**src/rtl/tpm_buf_pkg.sv**
```systemverilog
// Shared types and helpers for the TPM command/response buffer arbiter.
// Holds the arbiter FSM states, the byte-lane write-enable decode and the default rejected-read fill byte.
package tpm_buf_pkg;

  typedef enum logic [2:0] {
    ST_IDLE,
    ST_WB_RD,
    ST_WB_ACK,
    ST_DP_RD,
    ST_DP_ACK
  } state_e;

  localparam logic [7:0] DP_FILL_DEF = 8'hFF;

  // Little-endian lane decode: byte address bits [1:0] select bits [8n+7:8n].
  function automatic logic [3:0] lane_wen(input logic [1:0] lane);
    return 4'b0001 << lane;
  endfunction

endpackage

```
**src/rtl/tpm_buf_lane_mux.sv**
```systemverilog
// Byte-lane steering between the 8-bit data-provider port and the 32-bit buffer RAM.
// Write bytes are replicated on every lane (the write enable picks one); reads select one lane.
module tpm_buf_lane_mux (
  input  logic [1:0]  lane_i,
  input  logic [7:0]  wr_byte_i,
  input  logic [31:0] rd_word_i,
  output logic [31:0] wr_word_o,
  output logic [7:0]  rd_byte_o
);

  always_comb begin
    wr_word_o = {4{wr_byte_i}};
    case (lane_i)
      2'd0:    rd_byte_o = rd_word_i[7:0];
      2'd1:    rd_byte_o = rd_word_i[15:8];
      2'd2:    rd_byte_o = rd_word_i[23:16];
      default: rd_byte_o = rd_word_i[31:24];
    endcase
  end

endmodule

```
**src/rtl/tpm_buf_arbiter.sv**
```systemverilog
// Single-clock arbiter sharing the TPM buffer RAM between the CPU Wishbone port and the host data provider.
// Ownership follows exec_i; accesses from the non-owner are answered locally and never reach the RAM.
module tpm_buf_arbiter
  import tpm_buf_pkg::*;
#(
  parameter int unsigned ADDR_WIDTH   = 11,
  parameter bit          STRICT_OWNER = 1'b1,
  parameter int unsigned WB_TIMEOUT   = 255,
  parameter logic [7:0]  DP_FILL      = DP_FILL_DEF
) (
  input  logic                  clk_i,
  input  logic                  rstn_i,
  input  logic                  exec_i,
  input  logic                  wb_cyc_i,
  input  logic                  wb_stb_i,
  input  logic                  wb_we_i,
  input  logic [3:0]            wb_sel_i,
  input  logic [ADDR_WIDTH-3:0] wb_adr_i,
  input  logic [31:0]           wb_dat_i,
  output logic [31:0]           wb_dat_o,
  output logic                  wb_ack_o,
  output logic                  wb_err_o,
  input  logic                  dp_req_i,
  input  logic                  dp_we_i,
  input  logic [ADDR_WIDTH-1:0] dp_addr_i,
  input  logic [7:0]            dp_dat_i,
  output logic [7:0]            dp_dat_o,
  output logic                  dp_ack_o,
  output logic [ADDR_WIDTH-3:0] ram_a_o,
  output logic [31:0]           ram_wd_o,
  output logic [3:0]            ram_wen_o,
  input  logic [31:0]           ram_rd_i
);

  localparam logic [7:0] TIMEOUT_LIM = 8'(WB_TIMEOUT);

  state_e      state_q, state_d;
  logic        wb_ack_q, wb_ack_d;
  logic        wb_err_q, wb_err_d;
  logic        dp_ack_q, dp_ack_d;
  logic [31:0] wb_dat_q, wb_dat_d;
  logic [7:0]  dp_dat_q, dp_dat_d;
  logic [1:0]  lane_q, lane_d;
  logic [7:0]  tmo_q, tmo_d;

  logic        wb_req, idle;
  logic        wb_grant, dp_grant;
  logic        wb_bad, dp_bad;
  logic [31:0] dp_wr_word;
  logic [7:0]  dp_rd_byte;

  // Requests already answered (ack/err high) or still in flight are not granted or rejected again,
  // so a level request held into its own ack cycle never produces a second response.
  always_comb begin
    wb_req   = wb_cyc_i & wb_stb_i;
    idle     = rstn_i & (state_q == ST_IDLE);
    wb_grant = idle & wb_req & exec_i & ~wb_err_q;
    dp_grant = idle & dp_req_i & ~exec_i & ~dp_ack_q;
    wb_bad   = wb_req & ~exec_i & ~wb_ack_q & ~wb_err_q & (state_q != ST_WB_RD);
    dp_bad   = dp_req_i & exec_i & ~dp_ack_q & (state_q != ST_DP_RD);
  end

  tpm_buf_lane_mux u_lane_mux (
    .lane_i    (lane_q),
    .wr_byte_i (dp_dat_i),
    .rd_word_i (ram_rd_i),
    .wr_word_o (dp_wr_word),
    .rd_byte_o (dp_rd_byte)
  );

  // RAM strobes come straight from the grant decode so the access issues in the grant cycle;
  // reset masks them through idle.
  always_comb begin
    ram_a_o   = '0;
    ram_wd_o  = '0;
    ram_wen_o = '0;
    if (wb_grant) begin
      ram_a_o = wb_adr_i;
      if (wb_we_i) begin
        ram_wen_o = wb_sel_i;
        ram_wd_o  = wb_dat_i;
      end
    end else if (dp_grant) begin
      ram_a_o = dp_addr_i[ADDR_WIDTH-1:2];
      if (dp_we_i) begin
        ram_wen_o = lane_wen(dp_addr_i[1:0]);
        ram_wd_o  = dp_wr_word;
      end
    end
  end

  always_comb begin
    state_d  = state_q;
    wb_ack_d = 1'b0;
    wb_err_d = 1'b0;
    dp_ack_d = 1'b0;
    wb_dat_d = wb_dat_q;
    dp_dat_d = dp_dat_q;
    lane_d   = lane_q;
    tmo_d    = tmo_q;

    case (state_q)
      ST_IDLE: begin
        if (wb_grant) begin
          state_d  = wb_we_i ? ST_WB_ACK : ST_WB_RD;
          wb_ack_d = wb_we_i;
        end else if (dp_grant) begin
          lane_d   = dp_addr_i[1:0];
          state_d  = dp_we_i ? ST_DP_ACK : ST_DP_RD;
          dp_ack_d = dp_we_i;
        end
      end
      ST_WB_RD: begin
        wb_dat_d = ram_rd_i;
        wb_ack_d = 1'b1;
        state_d  = ST_WB_ACK;
      end
      ST_DP_RD: begin
        dp_dat_d = dp_rd_byte;
        dp_ack_d = 1'b1;
        state_d  = ST_DP_ACK;
      end
      ST_WB_ACK, ST_DP_ACK: state_d = ST_IDLE;
      default:              state_d = ST_IDLE;
    endcase

    if (dp_bad) begin
      dp_ack_d = 1'b1;
      if (!dp_we_i) dp_dat_d = DP_FILL;
    end

    // Stall counter runs only while a wrong-owner WB cycle is held; in strict mode it never advances.
    if (!wb_cyc_i || wb_grant || wb_err_q) begin
      tmo_d = '0;
    end else if (wb_bad) begin
      if (STRICT_OWNER || ((tmo_q + 8'd1) == TIMEOUT_LIM)) begin
        wb_err_d = 1'b1;
        tmo_d    = '0;
      end else begin
        tmo_d = tmo_q + 8'd1;
      end
    end
  end

  always_ff @(posedge clk_i or negedge rstn_i) begin
    if (!rstn_i) begin
      state_q  <= ST_IDLE;
      wb_ack_q <= 1'b0;
      wb_err_q <= 1'b0;
      dp_ack_q <= 1'b0;
      wb_dat_q <= '0;
      dp_dat_q <= '0;
      lane_q   <= '0;
      tmo_q    <= '0;
    end else begin
      state_q  <= state_d;
      wb_ack_q <= wb_ack_d;
      wb_err_q <= wb_err_d;
      dp_ack_q <= dp_ack_d;
      wb_dat_q <= wb_dat_d;
      dp_dat_q <= dp_dat_d;
      lane_q   <= lane_d;
      tmo_q    <= tmo_d;
    end
  end

  assign wb_ack_o = wb_ack_q;
  assign wb_err_o = wb_err_q;
  assign wb_dat_o = wb_dat_q;
  assign dp_ack_o = dp_ack_q;
  assign dp_dat_o = dp_dat_q;

endmodule

```
**config.mk**
```make
export PLATFORM = sky130hd
export DESIGN_NAME = tpm_buf_arbiter
export DESIGN_NICKNAME = d
export VERILOG_FILES = /design/src/rtl/tpm_buf_pkg.sv /design/src/rtl/tpm_buf_lane_mux.sv /design/src/rtl/tpm_buf_arbiter.sv
export SDC_FILE = /design/constraint.sdc
export NUM_CORES = 1
export LEC_CHECK = 0
export CAP_MARGIN = 20
export CORE_ASPECT_RATIO = 1.75
export CORE_MARGIN = 5
export CORE_UTILIZATION = 33
export DETAILED_ROUTE_END_ITERATION = 12
export PLACE_DENSITY_LB_ADDON = 0.05
export SYNTH_ARGS = -nofsm -noshare
export SYNTH_HDL_FRONTEND = slang
export SYNTH_HIERARCHICAL = 1
export SYNTH_SLANG_ARGS = --single-unit
export TNS_END_PERCENT = 1
```
**constraint.sdc**
```tcl
create_clock -name clk_i -period 2.1 [get_ports clk_i]
set_input_delay 0.315 -clock clk_i [delete_from_list [all_inputs] [get_ports clk_i]]
set_output_delay 0.315 -clock clk_i [all_outputs]
set_load 0.1 [all_outputs]
```
* Word level (Yosys, flattened, before mapping)
Cells that the tools add are included.
Storage, ports and cells: register bits 48, word-level logic and storage cells 68, input bits 104, output and inout bits 88
Operators by class: mux-type cells 27, shifts and indexed selects 1, equality and inequality tests 7, bitwise logic cells 20, reduce and logical (&&, ||, !) cells 6
Operators with widths (number):
- 32-bit 2-to-1 mux | 4
- 8-bit 2-to-1 mux | 3
- 8-bit one-hot mux with 3 select lines | 1
- 9-bit 2-to-1 mux | 2
- 4-bit 2-to-1 mux | 4
- 1-bit bitwise AND | 15
- 3-bit 2-to-1 mux | 3
- 3-bit one-hot mux with 3 select lines | 1
- 1-bit 2-to-1 mux | 6
- 1-bit NOT | 5
- 1-bit one-hot mux with 2 select lines | 2
- 1-bit by 2-bit left shift with 4-bit output (first input constant) | 1
- 3-bit by 1-bit equality test with 1-bit output (second input constant) | 1
- 3-bit by 2-bit equality test with 1-bit output (second input constant) | 1
- 3-bit zero test | 1
- 3-bit by 1-bit != test with 1-bit output (second input constant) | 1
- 3-bit by 2-bit != test with 1-bit output (second input constant) | 1
- 3-bit != test (second input constant) | 1
- 3-bit AND reduction | 1
- 2-bit by 1-bit equality test with 1-bit output (second input constant) | 1
- 2-bit equality test (second input constant) | 1
- 2-bit zero test | 1
- 1-bit logical OR | 2
- 2-bit 2-to-1 mux | 1
- 1-bit zero test | 1

* Depth between registers and ports, before layout
Gate-level depths: netlist (run 1).
word-level depth 9, mapped depth 5, depth with buffers taken out 3

* Cells and area by module
Netlist (run 1), hierarchy kept.
Modules (own cells, without submodules):
- tpm_buf_arbiter | area each 2406.1 um2, times used 1, sequential area each 1201.2 um2, cells an instance 194
- tpm_buf_lane_mux | area each 436.7 um2, times used 1, sequential area each 0.0 um2, cells an instance 42

* Worst setup path after synthesis (run 1)
OpenSTA, ideal clock, no wires.
kind register -> output, from register wb_err_q, in the netlist wb_err_o, to output port ram_wen_o[0], buffers on the path 1, stages on the path, launching flop included 5, arrival time 2.490 ns, setup slack -0.705 ns, data required time 1.785 ns, cells stage by stage dfrtp_1 -> nand4b_1 -> nor3_4 -> buf_6 -> a32o_1
Between the ends: cells in the longest elaborated chain, start to end 3
Ends and longest elaborated chain:
- from (decl) | line tpm_buf_arbiter.sv:39 | logic wb_err_q, wb_err_d;
- from (signal assigned) | line tpm_buf_arbiter.sv:158 | wb_err_q <= wb_err_d;
- 1-bit NOT | line tpm_buf_arbiter.sv:57 | wb_grant = idle & wb_req & exec_i & ~wb_err_q;
- 1-bit bitwise AND | line tpm_buf_arbiter.sv:57
- 4-bit 2-to-1 mux | line tpm_buf_arbiter.sv:77 | if (wb_grant) begin
- to (decl) | line tpm_buf_arbiter.sv:31 | output logic [3:0] ram_wen_o,
No other way between the ends.

* Final worst setup path (run 1)
from register state_q[2], to output port ram_wd_o[5]
Between the ends: cells in the longest elaborated chain, start to end 7, elaborated cells on any way between the ends 10, classes of those cells mux: 2; bitwise: 7; reduce/logical: 1
Ends and longest elaborated chain:
- from (decl) | line tpm_buf_arbiter.sv:37 | state_e state_q, state_d;
- from (signal assigned) | line tpm_buf_arbiter.sv:156 | state_q <= state_d;
- 3-bit zero test * | line tpm_buf_arbiter.sv:56 | idle = rstn_i & (state_q == ST_IDLE);
- 1-bit bitwise AND * | line tpm_buf_arbiter.sv:56
- 1-bit bitwise AND (3 in a row) | line tpm_buf_arbiter.sv:58 | dp_grant = idle & dp_req_i & ~exec_i & ~dp_ack_q;
- 32-bit 2-to-1 mux | line tpm_buf_arbiter.sv:83 | end else if (dp_grant) begin
- 32-bit 2-to-1 mux * | line tpm_buf_arbiter.sv:77
- to (decl) | line tpm_buf_arbiter.sv:30 | output logic [31:0] ram_wd_o,
Mark *: on every way between the ends. The rest lies on a longest branch, timed or not.

==> reports/results.tsv, run 1 <==
stage	metric	value	unit
clock_tree	cts_made_buffers	5	
setup_path	cp-start-kind	register	
detailed_routing	drt_first_pass_iters	4	
setup_path	crit_buf_inv	3	
floorplan	die_width	80.2	µm
outcome	outcome	complete, but fails checks	
finish	area_growth	103	%
finish	stdcell_count	530	
setup_path	end_kind	output pin	
floorplan	start_util	0.340	
timing	maxSlewViolCount	0	
finish	nNetsFinal	519	
detailed_routing	vias_per_cell	4.99	
clock_tree	cts_tree	done	
timing	min_period_over_period	1.18	
place	dp.cells	516	
global_route	grt_pass1_vias	3016	
setup_path	rrSetupSlack	0.36	ns
finish	drive_gt1_frac	0.530	
setup_path	cp_slowest_cell	or4b_4	
setup_path	rr_worst_depth	6	
floorplan	chipHeight	133	µm
power_and_ir_drop	pwr_density_cell	1160	nW/µm²
setup_path	worstPathArrival	2.17	ns
timing	skew	0.00403	ns
synthesis	synth_cell_types	33	
global_route	met2_usage	0.372	
detailed_routing	wl_per_cell	19.1	µm
setup_path	path_class	reg2out	
setup_path	path_max_fanout	12	
timing	hold_violations	0	
global_route	met3_usage	0.0769	
detailed_routing	totalWireLength	10100	µm
synthesis	syn_area_per_cell	12.0	µm²
global_route	antenna_found_initial	0	
clock_tree	clk_root_buffer_cell	clkbuf_16	
floorplan	dieArea	10600	µm²
detailed_routing	initialDrtViolationCount	91	
place	dp_hpwl	8250	µm
timing	max_freq	403	MHz
clock_tree	cts-htree-levels	2	
finish	n_antenna_cell	0	
place	place.port_buffers	191	
global_route	grt_overflow	0	
floorplan	rows	44	
setup_path	crit_family	simple AND/OR/NAND/NOR gates	
setup_path	reg2reg_to	lane_q[0]$_DFFE_PN0P_	
synthesis	synth_fp_nets	340	
timing	worst_slack	-0.383	ns
global_route	grt_max_degree	30	
power_and_ir_drop	ir_worst_vdd	0.000913	V
setup_path	cp_cell_sequence	or4b_4 > nor3b_4 > buf_12 > buf_12 > a22o_4 > buf_12	
global_route	grt_util_met1	0.164	
place	gp_congestion	0.804	
floorplan	core-area	8370	µm²
timing	max_slew_margin	0.618	
floorplan	ios	192	
setup_path	r2r_start	dp_ack_o$_DFF_PN0_	
synthesis	ys_seq_area_frac	0.423	
clock_tree	clk_path_buf_depth	2	
setup_path	required	1.78	ns
timing	rsz0062_at_grt	true	
synthesis	synth-seq-cells	48	
synthesis	syn_area	2840	µm²
timing	setup_viol	45	
synthesis	synthTopCellsByArea	dfrtp_1 42%, mux2_2 13%, a22o_1 13%	
power_and_ir_drop	leakage	2.51	nW
flow_run	cap_violations	0	
global_route	grt_pass1_wl	15400	µm
synthesis	synth.top_cell.area_share	0.423	
synthesis	syn_inst	236	
power_and_ir_drop	p_total	0.00669	W
synthesis	yosys_warnings	6	
timing	fin_crit	2.48	ns
global_route	gr-usage-all-layers	0.189	
detailed_routing	drc	0	
synthesis	synth_top_area_cell	dfrtp_1	
hold_path	hp-class	in2async	
outcome	violations	negative setup slack	
clock_tree	clock-sinks	48	
detailed_routing	vias	2644	
setup_path	crit_path_frequent_cell	buf_12	
clock_tree	path_clk_slew	0.06	ns
timing	worstMarginPinSlew	0.573	ns
clock_tree	insertion_delay	0.29	ns
setup_path	slowest_delay	0.60	ns
detailed_routing	ant_nets	0	
global_route	grt.busiest_layer	met2	
per-stage QoR:
step / setup slack, ns / hold slack, ns / cell area [µm²] / utilization / TNS [ns]
4_1_cts: -0.386 / 0.118 / 5710 / 0.683 / -15.86
2_1_floorplan: -0.248 / 0.0194 / 3170 / - / -9.16
3_5_place_dp: -0.258 / 0.428 / 5450 / 0.651 / -9.27
3_3_place_gp: -0.199 / 0.429 / 5450 / 0.651 / -7.29
5_1_grt: -0.453 / 0.132 / 5760 / 0.689 / -18.71
6_report: -0.383 / 0.0886 / 5760 / 0.689 / -15.80
where the power goes:
part	switching, W	leakage, nW	internal (W)
clock network	0.000324	0.0657	0.000432
registers	0.000249	0.558	0.00128
logic	0.00323	1.89	0.00117
total	0.00381	2.51	0.00289
worst register-to-register path, cell delays in order, from the launching register on:
cell	delay, ns
dfrtp_2	0.42
nor3b_1	0.27
buf_4	0.17
and3_1	0.15
buf_4	0.17
buf_4	0.13
mux2_2	0.32
flip-flops by register name, indices dropped and copies added (netlist names):
| signal | cells |
|---|---|
| wb_dat_o | 32 |
| wb_ack_o | 1 |
| state_q | 3 |
| wb_err_o | 1 |
| dp_ack_o | 1 |
| lane_q | 2 |
| dp_dat_o | 8 |
Yosys cell counts:
cell type	n
nor2_2	1
and3b_1	1
or4b_1	1
nor4_1	1
o22a_1	1
clkbuf_1	3
nor3_4	1
clkbuf_2	1
nand2_1	17
nand4_1	1
buf_2	5
and3_1	1
nand3b_1	3
a22o_1	41
or4bb_1	1
o31a_1	1
a32o_1	4
buf_6	7
a2bb2oi_1	1
or2_2	1
nand4b_1	1
nor3b_1	2
inv_1	4
nand3_1	9
nor3b_4	1
dfrtp_1	48
and2_1	1
buf_4	32
o32ai_1	1
or3_1	1
mux4_2	8
mux2_2	34
nor3_1	1
layout by cell type, fill, tap and decap left out, types with 3 or more instances in the layout:
cell type	netlist	routed
clkbuf_16	0	7
dfrtp_1	48	46
buf_16	0	3
a22o_2	0	11
inv_1	4	4
mux2_2	34	34
buf_12	0	53
nand3b_1	3	3
clkdlybuf4s50_1	0	102
nand2_1	17	17
a22o_4	0	30
mux4_2	8	8
a32o_4	0	4
buf_4	32	59
nand3_1	9	9
how the worst max path moves through the flow:
stage | from | to | slack [ns] | depth (start not counted)
6_report | state_q[2]$_DFFE_PN0P_ | ram_wd_o[5] | -0.38 | 6
5_1_grt | state_q[2]$_DFFE_PN0P_ | ram_wd_o[21] | -0.45 | 6
4_1_cts | state_q[0]$_DFFE_PN0P_ | ram_wd_o[5] | -0.39 | 6
3_5_place_dp | dp_req_i | ram_wd_o[5] | -0.26 | 7
3_3_place_gp | rstn_i | ram_wd_o[0] | -0.20 | 6
2_1_floorplan | state_q[1]$_DFFE_PN0P_ | ram_wd_o[0] | -0.25 | 4
repair_timing:
| action | in CTS | in global routing |
|---|---|---|
| gates cloned | 2 | 2 |
| pin swaps | 17 | 4 |
| setup endpoints to repair | 45 | 45 |
| hold buffers | 0 | 0 |
| setup buffers | 3 | 0 |
| gates resized for setup | 5 | 0 |
final cells by class:
type,instances,area [µm²]
Multi-Input combinational cell,136,1600
Tap cell,115,144
Sequential cell,48,1200
Clock inverter,2,12.5
Inverter,4,15.0
Timing Repair Buffer,220,2660
Clock buffer,5,125
Fill cell,637,2600
routing by layer:
metal	wire length [µm]	vias to the layer above
met5	0	-
met4	133	0
met3	981	8
met2	5880	119
met1	3110	1294
li1	-	1223
cell families (layout without fill, tap and decap cells):
group,count (synthesis),count (layout),share of synthesized area
buffers and inverters,52,231,0.132
AND/OR/NAND/NOR,45,45,0.0946
AO/OA/AOI/OAI,49,49,0.153
flip-flops,48,48,0.423
multiplexers,42,42,0.198
Note: power is estimated with default switching activity, not from simulation.
==> run 2: changes to the inputs <==
--- a/config.mk
+++ b/config.mk
@@ -10,7 +10,7 @@
 export CORE_MARGIN = 5
 export CORE_UTILIZATION = 33
 export DETAILED_ROUTE_END_ITERATION = 12
-export PLACE_DENSITY_LB_ADDON = 0.05
+export PLACE_DENSITY_LB_ADDON = 0.2
 export SYNTH_ARGS = -nofsm -noshare
 export SYNTH_HDL_FRONTEND = slang
 export SYNTH_HIERARCHICAL = 1
==> reports/results.tsv, run 2 (synthesis results as in run 1) <==
stage	metric	value	unit	change
outcome	outcome	complete, but fails checks		
outcome	violations	negative setup slack		
clock_tree	cts-htree-levels	2		unchanged
timing	worst_slack	-0.365	ns	+0.0181 ns
detailed_routing	ant_nets	0		unchanged
power_and_ir_drop	ir_worst_vdd	0.000824	V	-9.7%
floorplan	core-area	8370	µm²	unchanged
power_and_ir_drop	sequentialPowerShare	0.225		-0.004
detailed_routing	vias_per_cell	5.03		+0.75%
power_and_ir_drop	clkPwrFrac	0.119		+0.006
timing	hold_ws	0.0713	ns	-0.0173 ns
clock_tree	ctsHoldBuffers	0		unchanged
timing	worstMarginPinSlew	0.605	ns	+0.0317 ns
detailed_routing	wl_per_cell	19.2	µm	+0.94%
timing	maxSlewViolCount	0		unchanged
detailed_routing	initialDrtViolationCount	113		+24%
setup_path	r2r_start	state_q[2]$_DFFE_PN0P_		
global_route	grt_overflow	0		unchanged
timing	fin_crit	2.47	ns	-0.0181 ns
finish	stdcell_area	5750	µm²	-0.24%
place	placed_area	5470	µm²	+0.41%
timing	rsz0062_at_grt	true		
global_route	gr-usage-all-layers	0.190		+0.000790
timing	setup_viol	45		unchanged
clock_tree	insertion_delay	0.29	ns	about the same
place	dp_hpwl	8360	µm	+1.3%
finish	area_growth	102	%	
timing	max_slew_margin	0.597		-0.0211
finish	final_common_cell	clkdlybuf4s50_1		
detailed_routing	totalWireLength	10200	µm	+1.3%
detailed_routing	drt_first_pass_iters	4		unchanged
place	post-place-ws	-0.289	ns	-0.0312 ns
setup_path	rr_worst_depth	8		+2
finish	drive_gt1_frac	0.530		about the same
power_and_ir_drop	p_int	0.00293	W	+1.4%
flow_run	cap_violations	0		unchanged
setup_path	crit_family	simple AND/OR/NAND/NOR gates		
clock_tree	path_clk_slew	0.06	ns	about the same
detailed_routing	drc	0		unchanged
setup_path	rrSetupSlack	0.23	ns	-0.13 ns
power_and_ir_drop	p_total	0.00674	W	+0.73%
timing	max_freq	406	MHz	+0.74%
setup_path	cp-start-kind	register		
setup_path	crit_path_frequent_cell	buf_12		
setup_path	required	1.78	ns	about the same
clock_tree	clk_path_buf_depth	2		unchanged
global_route	grt_max_degree	31		+3.3%
place	gp_congestion	0.758		-5.7%
floorplan	ios	192		unchanged
setup_path	worstPathArrival	2.15	ns	-0.02 ns
setup_path	end_kind	output pin		
power_and_ir_drop	pwr_density_cell	1170	nW/µm²	+0.97%
setup_path	cp_slowest_cell	or4b_4		
floorplan	die_width	80.2	µm	unchanged
setup_path	cp_cell_sequence	or4b_4 > nor3_4 > buf_12 > buf_12 > a22o_4 > buf_12		
finish	largest_reg_flops	32		unchanged
finish	finalCoreUtilization	0.687		-0.00165
clock_tree	cts_tree	done		
power_and_ir_drop	leakage	2.53	nW	+0.94%
hold_path	hp-class	in2async		
timing	skew	0.00485	ns	+0.000821 ns
setup_path	path_max_fanout	11		-1
detailed_routing	vias	2674		+1.1%
finish	layout.cells.most_common_list	102 x clkdlybuf4s50_1, 62 x buf_4, 51 x buf_12		
clock_tree	clk_root_buffer_cell	clkbuf_16		
finish	nNetsFinal	520		+0.19%
global_route	antenna_found_initial	0		unchanged
floorplan	chipHeight	133	µm	unchanged
clock_tree	clock-sinks	48		unchanged
timing	min_period_over_period	1.17		-0.00863
power_and_ir_drop	power_frac_comb	0.656		-0.002
setup_path	slowest_delay	0.59	ns	about the same
power_and_ir_drop	switching_share	0.566		-0.00279
setup_path	crit_buf_inv	3		unchanged
floorplan	rows	44		unchanged
setup_path	path_class	reg2out		
finish	n_antenna_cell	0		unchanged
setup_path	reg2reg_to	lane_q[0]$_DFFE_PN0P_		
power_and_ir_drop	power.switching	0.00382	W	+0.24%
place	place.port_buffers	191		unchanged
floorplan	dieArea	10600	µm²	unchanged
global_route	grt_pass1_vias	3046		+0.99%
clock_tree	cts_made_buffers	5		unchanged
floorplan	start_util	0.340		unchanged
global_route	grt_pass1_wl	15600	µm	+1.4%
timing	hold_violations	0		unchanged
run 2: per-layer routing:
metal  routed length [µm]  track usage  part of all wire  up-vias
met1                 3270        0.182              0.32     1284
met5                    0            0                 0        -
li1                     -            -                 -     1222
met3                  924       0.0605             0.090       22
met2                 5730        0.356              0.56      146
met4                  311       0.0827             0.030        0
run 2: repair_timing:
action,4_1_cts,5_1_grt
buffers inserted,0,2
cloned,0,3
endpoints found under the setup margin,45,45
pin swaps,21,3
gates resized for setup,4,5
run 2: worst max-delay path by stage:
stage	endpoint	start	depth (start not counted)
2_1_floorplan	ram_wd_o[0]	state_q[1]$_DFFE_PN0P_	4
3_5_place_dp	ram_wd_o[0]	dp_req_i	6
6_report	ram_wd_o[18]	state_q[2]$_DFFE_PN0P_	6
5_1_grt	ram_wd_o[18]	state_q[2]$_DFFE_PN0P_	6
3_3_place_gp	ram_wd_o[31]	exec_i	6
4_1_cts	ram_wd_o[0]	state_q[1]$_DFFE_PN0P_	5
run 2: power groups by stage:
stage,clock [W],sequential [W],combinational (W)
6_report,0.000802,0.00151,0.00443
5_1_grt,0.000862,0.00158,0.00453
4_1_cts,0.000822,0.00153,0.00444
3_5_place_dp,0,0.00154,0.00443
3_3_place_gp,0,0.00153,0.00440
2_1_floorplan,0,0.00395,0.000875
run 2: area by class of cell:
type,instances,area (µm²)
clock buffer,7,143
clock inverter,1,7.51
fill,630,2620
inverter,4,15.0
multi-input combinational,136,1640
sequential,48,1200
tap,115,144
timing repair buffer,221,2600
run 2: stage by stage:
step | std cells | setup TNS [ns]
after floorplan | 236 | -9.16
after global placement | 519 | -10.38
after detailed placement | 519 | -10.58
after CTS | 527 | -15.79
after global routing | 532 | -18.17
final | 532 | -15.01
==> run 3: changes to the inputs <==
--- a/config.mk
+++ b/config.mk
@@ -10,7 +10,7 @@
 export CORE_MARGIN = 5
 export CORE_UTILIZATION = 33
 export DETAILED_ROUTE_END_ITERATION = 12
-export PLACE_DENSITY_LB_ADDON = 0.2
+export PLACE_DENSITY = 0.78
 export SYNTH_ARGS = -nofsm -noshare
 export SYNTH_HDL_FRONTEND = slang
 export SYNTH_HIERARCHICAL = 1
==> reports/results.tsv, run 3 (synthesis results as in run 1) <==
stage	metric	value	unit	change
timing	max_freq	405	MHz	about the same
global_route	grt_pass1_wl	17000	µm	+9.0%
detailed_routing	wl_per_cell	20.1	µm	+4.6%
place	dp.cells	516		-0.58%
detailed_routing	vias_per_cell	5.03		about the same
finish	drive_gt1_frac	0.529		-0.00113
setup_path	r2r_start	state_q[1]$_DFFE_PN0P_		
setup_path	rr_worst_depth	5		-3
outcome	outcome	complete, but fails checks		
floorplan	start_util	0.340		unchanged
power_and_ir_drop	pwr_density_cell	1180	nW/µm²	+1.0%
floorplan	die_width	80.2	µm	unchanged
timing	max_slew_margin	0.583		-0.0138
timing	worstMarginPinSlew	0.625	ns	+0.0206 ns
timing	setup_viol	45		unchanged
detailed_routing	drt_first_pass_iters	4		unchanged
timing	fin_crit	2.47	ns	+0.000915 ns
place	dp_hpwl	8740	µm	+4.6%
clock_tree	path_clk_slew	0.06	ns	about the same
flow_run	cap_violations	0		unchanged
detailed_routing	vias	2671		-0.11%
clock_tree	clk_path_buf_depth	2		unchanged
floorplan	dieArea	10600	µm²	unchanged
detailed_routing	totalWireLength	10700	µm	+4.4%
setup_path	required	1.78	ns	about the same
setup_path	path_class	reg2out		
hold_path	hp-class	in2async		
finish	final_common_cell	clkdlybuf4s50_1		
setup_path	cp-start-kind	register		
clock_tree	cts-htree-levels	2		unchanged
clock_tree	clock-sinks	48		unchanged
finish	largest_reg_flops	32		unchanged
detailed_routing	initialDrtViolationCount	88		-22%
global_route	gr-usage-all-layers	0.206		+0.0166
timing	rsz0062_at_grt	true		
floorplan	rows	44		unchanged
timing	worst_slack	-0.366	ns	-0.000915 ns
outcome	violations	negative setup slack		
finish	area_growth	101	%	
global_route	antenna_found_initial	0		unchanged
place	gp_congestion	0.813		+7.3%
setup_path	crit_path_frequent_cell	buf_12		
timing	skew	0.00344	ns	-0.00142 ns
power_and_ir_drop	ir_worst_vdd	0.00106	V	+28%
power_and_ir_drop	leakage	2.50	nW	-1.2%
setup_path	rrSetupSlack	0.37	ns	+0.14 ns
clock_tree	cts_tree	done		
global_route	grt_pass1_vias	3167		+4.0%
floorplan	core-area	8370	µm²	unchanged
finish	n_antenna_cell	0		unchanged
finish	stdcell_count	531		-0.19%
detailed_routing	drc	0		unchanged
setup_path	reg2reg_to	wb_dat_o[31]$_DFFE_PN0P_		
setup_path	worstPathArrival	2.15	ns	about the same
setup_path	slowest_delay	0.59	ns	about the same
setup_path	cp_cell_sequence	or4b_4 > nor3b_4 > buf_6 > buf_12 > a22o_4 > buf_12		
timing	maxSlewViolCount	0		unchanged
place	post-place-ws	-0.219	ns	+0.0704 ns
setup_path	cp_slowest_cell	or4b_4		
detailed_routing	ant_nets	0		unchanged
finish	nNetsFinal	519		-0.19%
place	place.port_buffers	191		unchanged
clock_tree	cts_made_buffers	5		unchanged
global_route	grt_overflow	0		unchanged
clock_tree	insertion_delay	0.28	ns	about the same
timing	min_period_over_period	1.17		about the same
floorplan	chipHeight	133	µm	unchanged
global_route	grt_max_degree	28		-9.7%
setup_path	end_kind	output pin		
setup_path	crit_family	simple AND/OR/NAND/NOR gates		
floorplan	ios	192		unchanged
setup_path	crit_buf_inv	3		unchanged
setup_path	path_max_fanout	8		-3
clock_tree	clk_root_buffer_cell	clkbuf_16		
finish	layout.cells.most_common_list	102 x clkdlybuf4s50_1, 62 x buf_4, 48 x buf_12		
timing	hold_violations	0		unchanged
==> run 3: repair_timing <==
item,in CTS,in global routing
pin swaps,4,3
hold buffers,0,0
cloned,3,0
resized for setup,15,0
setup endpoints to repair,45,45
buffers inserted,6,0
==> run 3: layer usage <==
layer  share of wire  track usage  up-vias
li1                -            -     1213
met1            0.28        0.182     1293
met2            0.59        0.405      140
met3           0.096       0.0748       25
met4           0.036       0.0771        0
met5               0            0        -
==> run 3: worst max path at each step <==
stage	slack, ns	cells after the start	to	startpoint
floorplan	-0.25	4	ram_wd_o[0]	state_q[1]$_DFFE_PN0P_
CTS	-0.45	7	ram_wd_o[4]	state_q[1]$_DFFE_PN0P_
finish	-0.37	6	ram_wd_o[4]	state_q[2]$_DFFE_PN0P_
detailed placement	-0.22	6	ram_wd_o[0]	dp_req_i
global route	-0.46	6	ram_wd_o[9]	state_q[2]$_DFFE_PN0P_
global placement	-0.22	6	ram_wd_o[31]	dp_req_i
==> run 3: stage by stage <==
| stage | setup TNS, ns | util | instance area (µm²) | hold slack [ns] | power (W) |
|---|---|---|---|---|---|
| after CTS | -18.18 | 0.686 | 5740 | 0.181 | 0.00682 |
| after global placement | -7.95 | 0.645 | 5400 | 0.442 | 0.00592 |
| final | -14.62 | 0.682 | 5700 | 0.172 | 0.00676 |
| after global routing | -18.50 | 0.682 | 5700 | 0.204 | 0.00698 |
| after detailed placement | -7.81 | 0.645 | 5400 | 0.438 | 0.00598 |
| after floorplan | -9.16 | - | 3170 | 0.0194 | 0.00483 |
==> run 3: layout make-up <==
cell class | count | area, µm²
Clock buffer | 7 | 143
Clock inverter | 1 | 7.51
Fill cell | 603 | 2660
Inverter | 4 | 15.0
Multi-Input combinational cell | 136 | 1620
Sequential cell | 48 | 1200
Tap cell | 115 | 144
Timing Repair Buffer | 220 | 2570
==> run 3: power by group <==
part / total (W) / switching, W / internal (W) / leakage (nW)
sequential: 0.00153 / 0.000250 / 0.00128 / 0.558
clock: 0.000797 / 0.000323 / 0.000474 / 0.0701
combinational: 0.00443 / 0.00326 / 0.00117 / 1.87
total: 0.00676 / 0.00383 / 0.00293 / 2.50
==> run 3: worst reg2reg max path: stages (launching register included) <==
cell     delay, ns
dfrtp_1       0.38
buf_4         0.13
buf_4         0.14
nor3b_2       0.22
buf_4         0.36
mux2_2        0.40
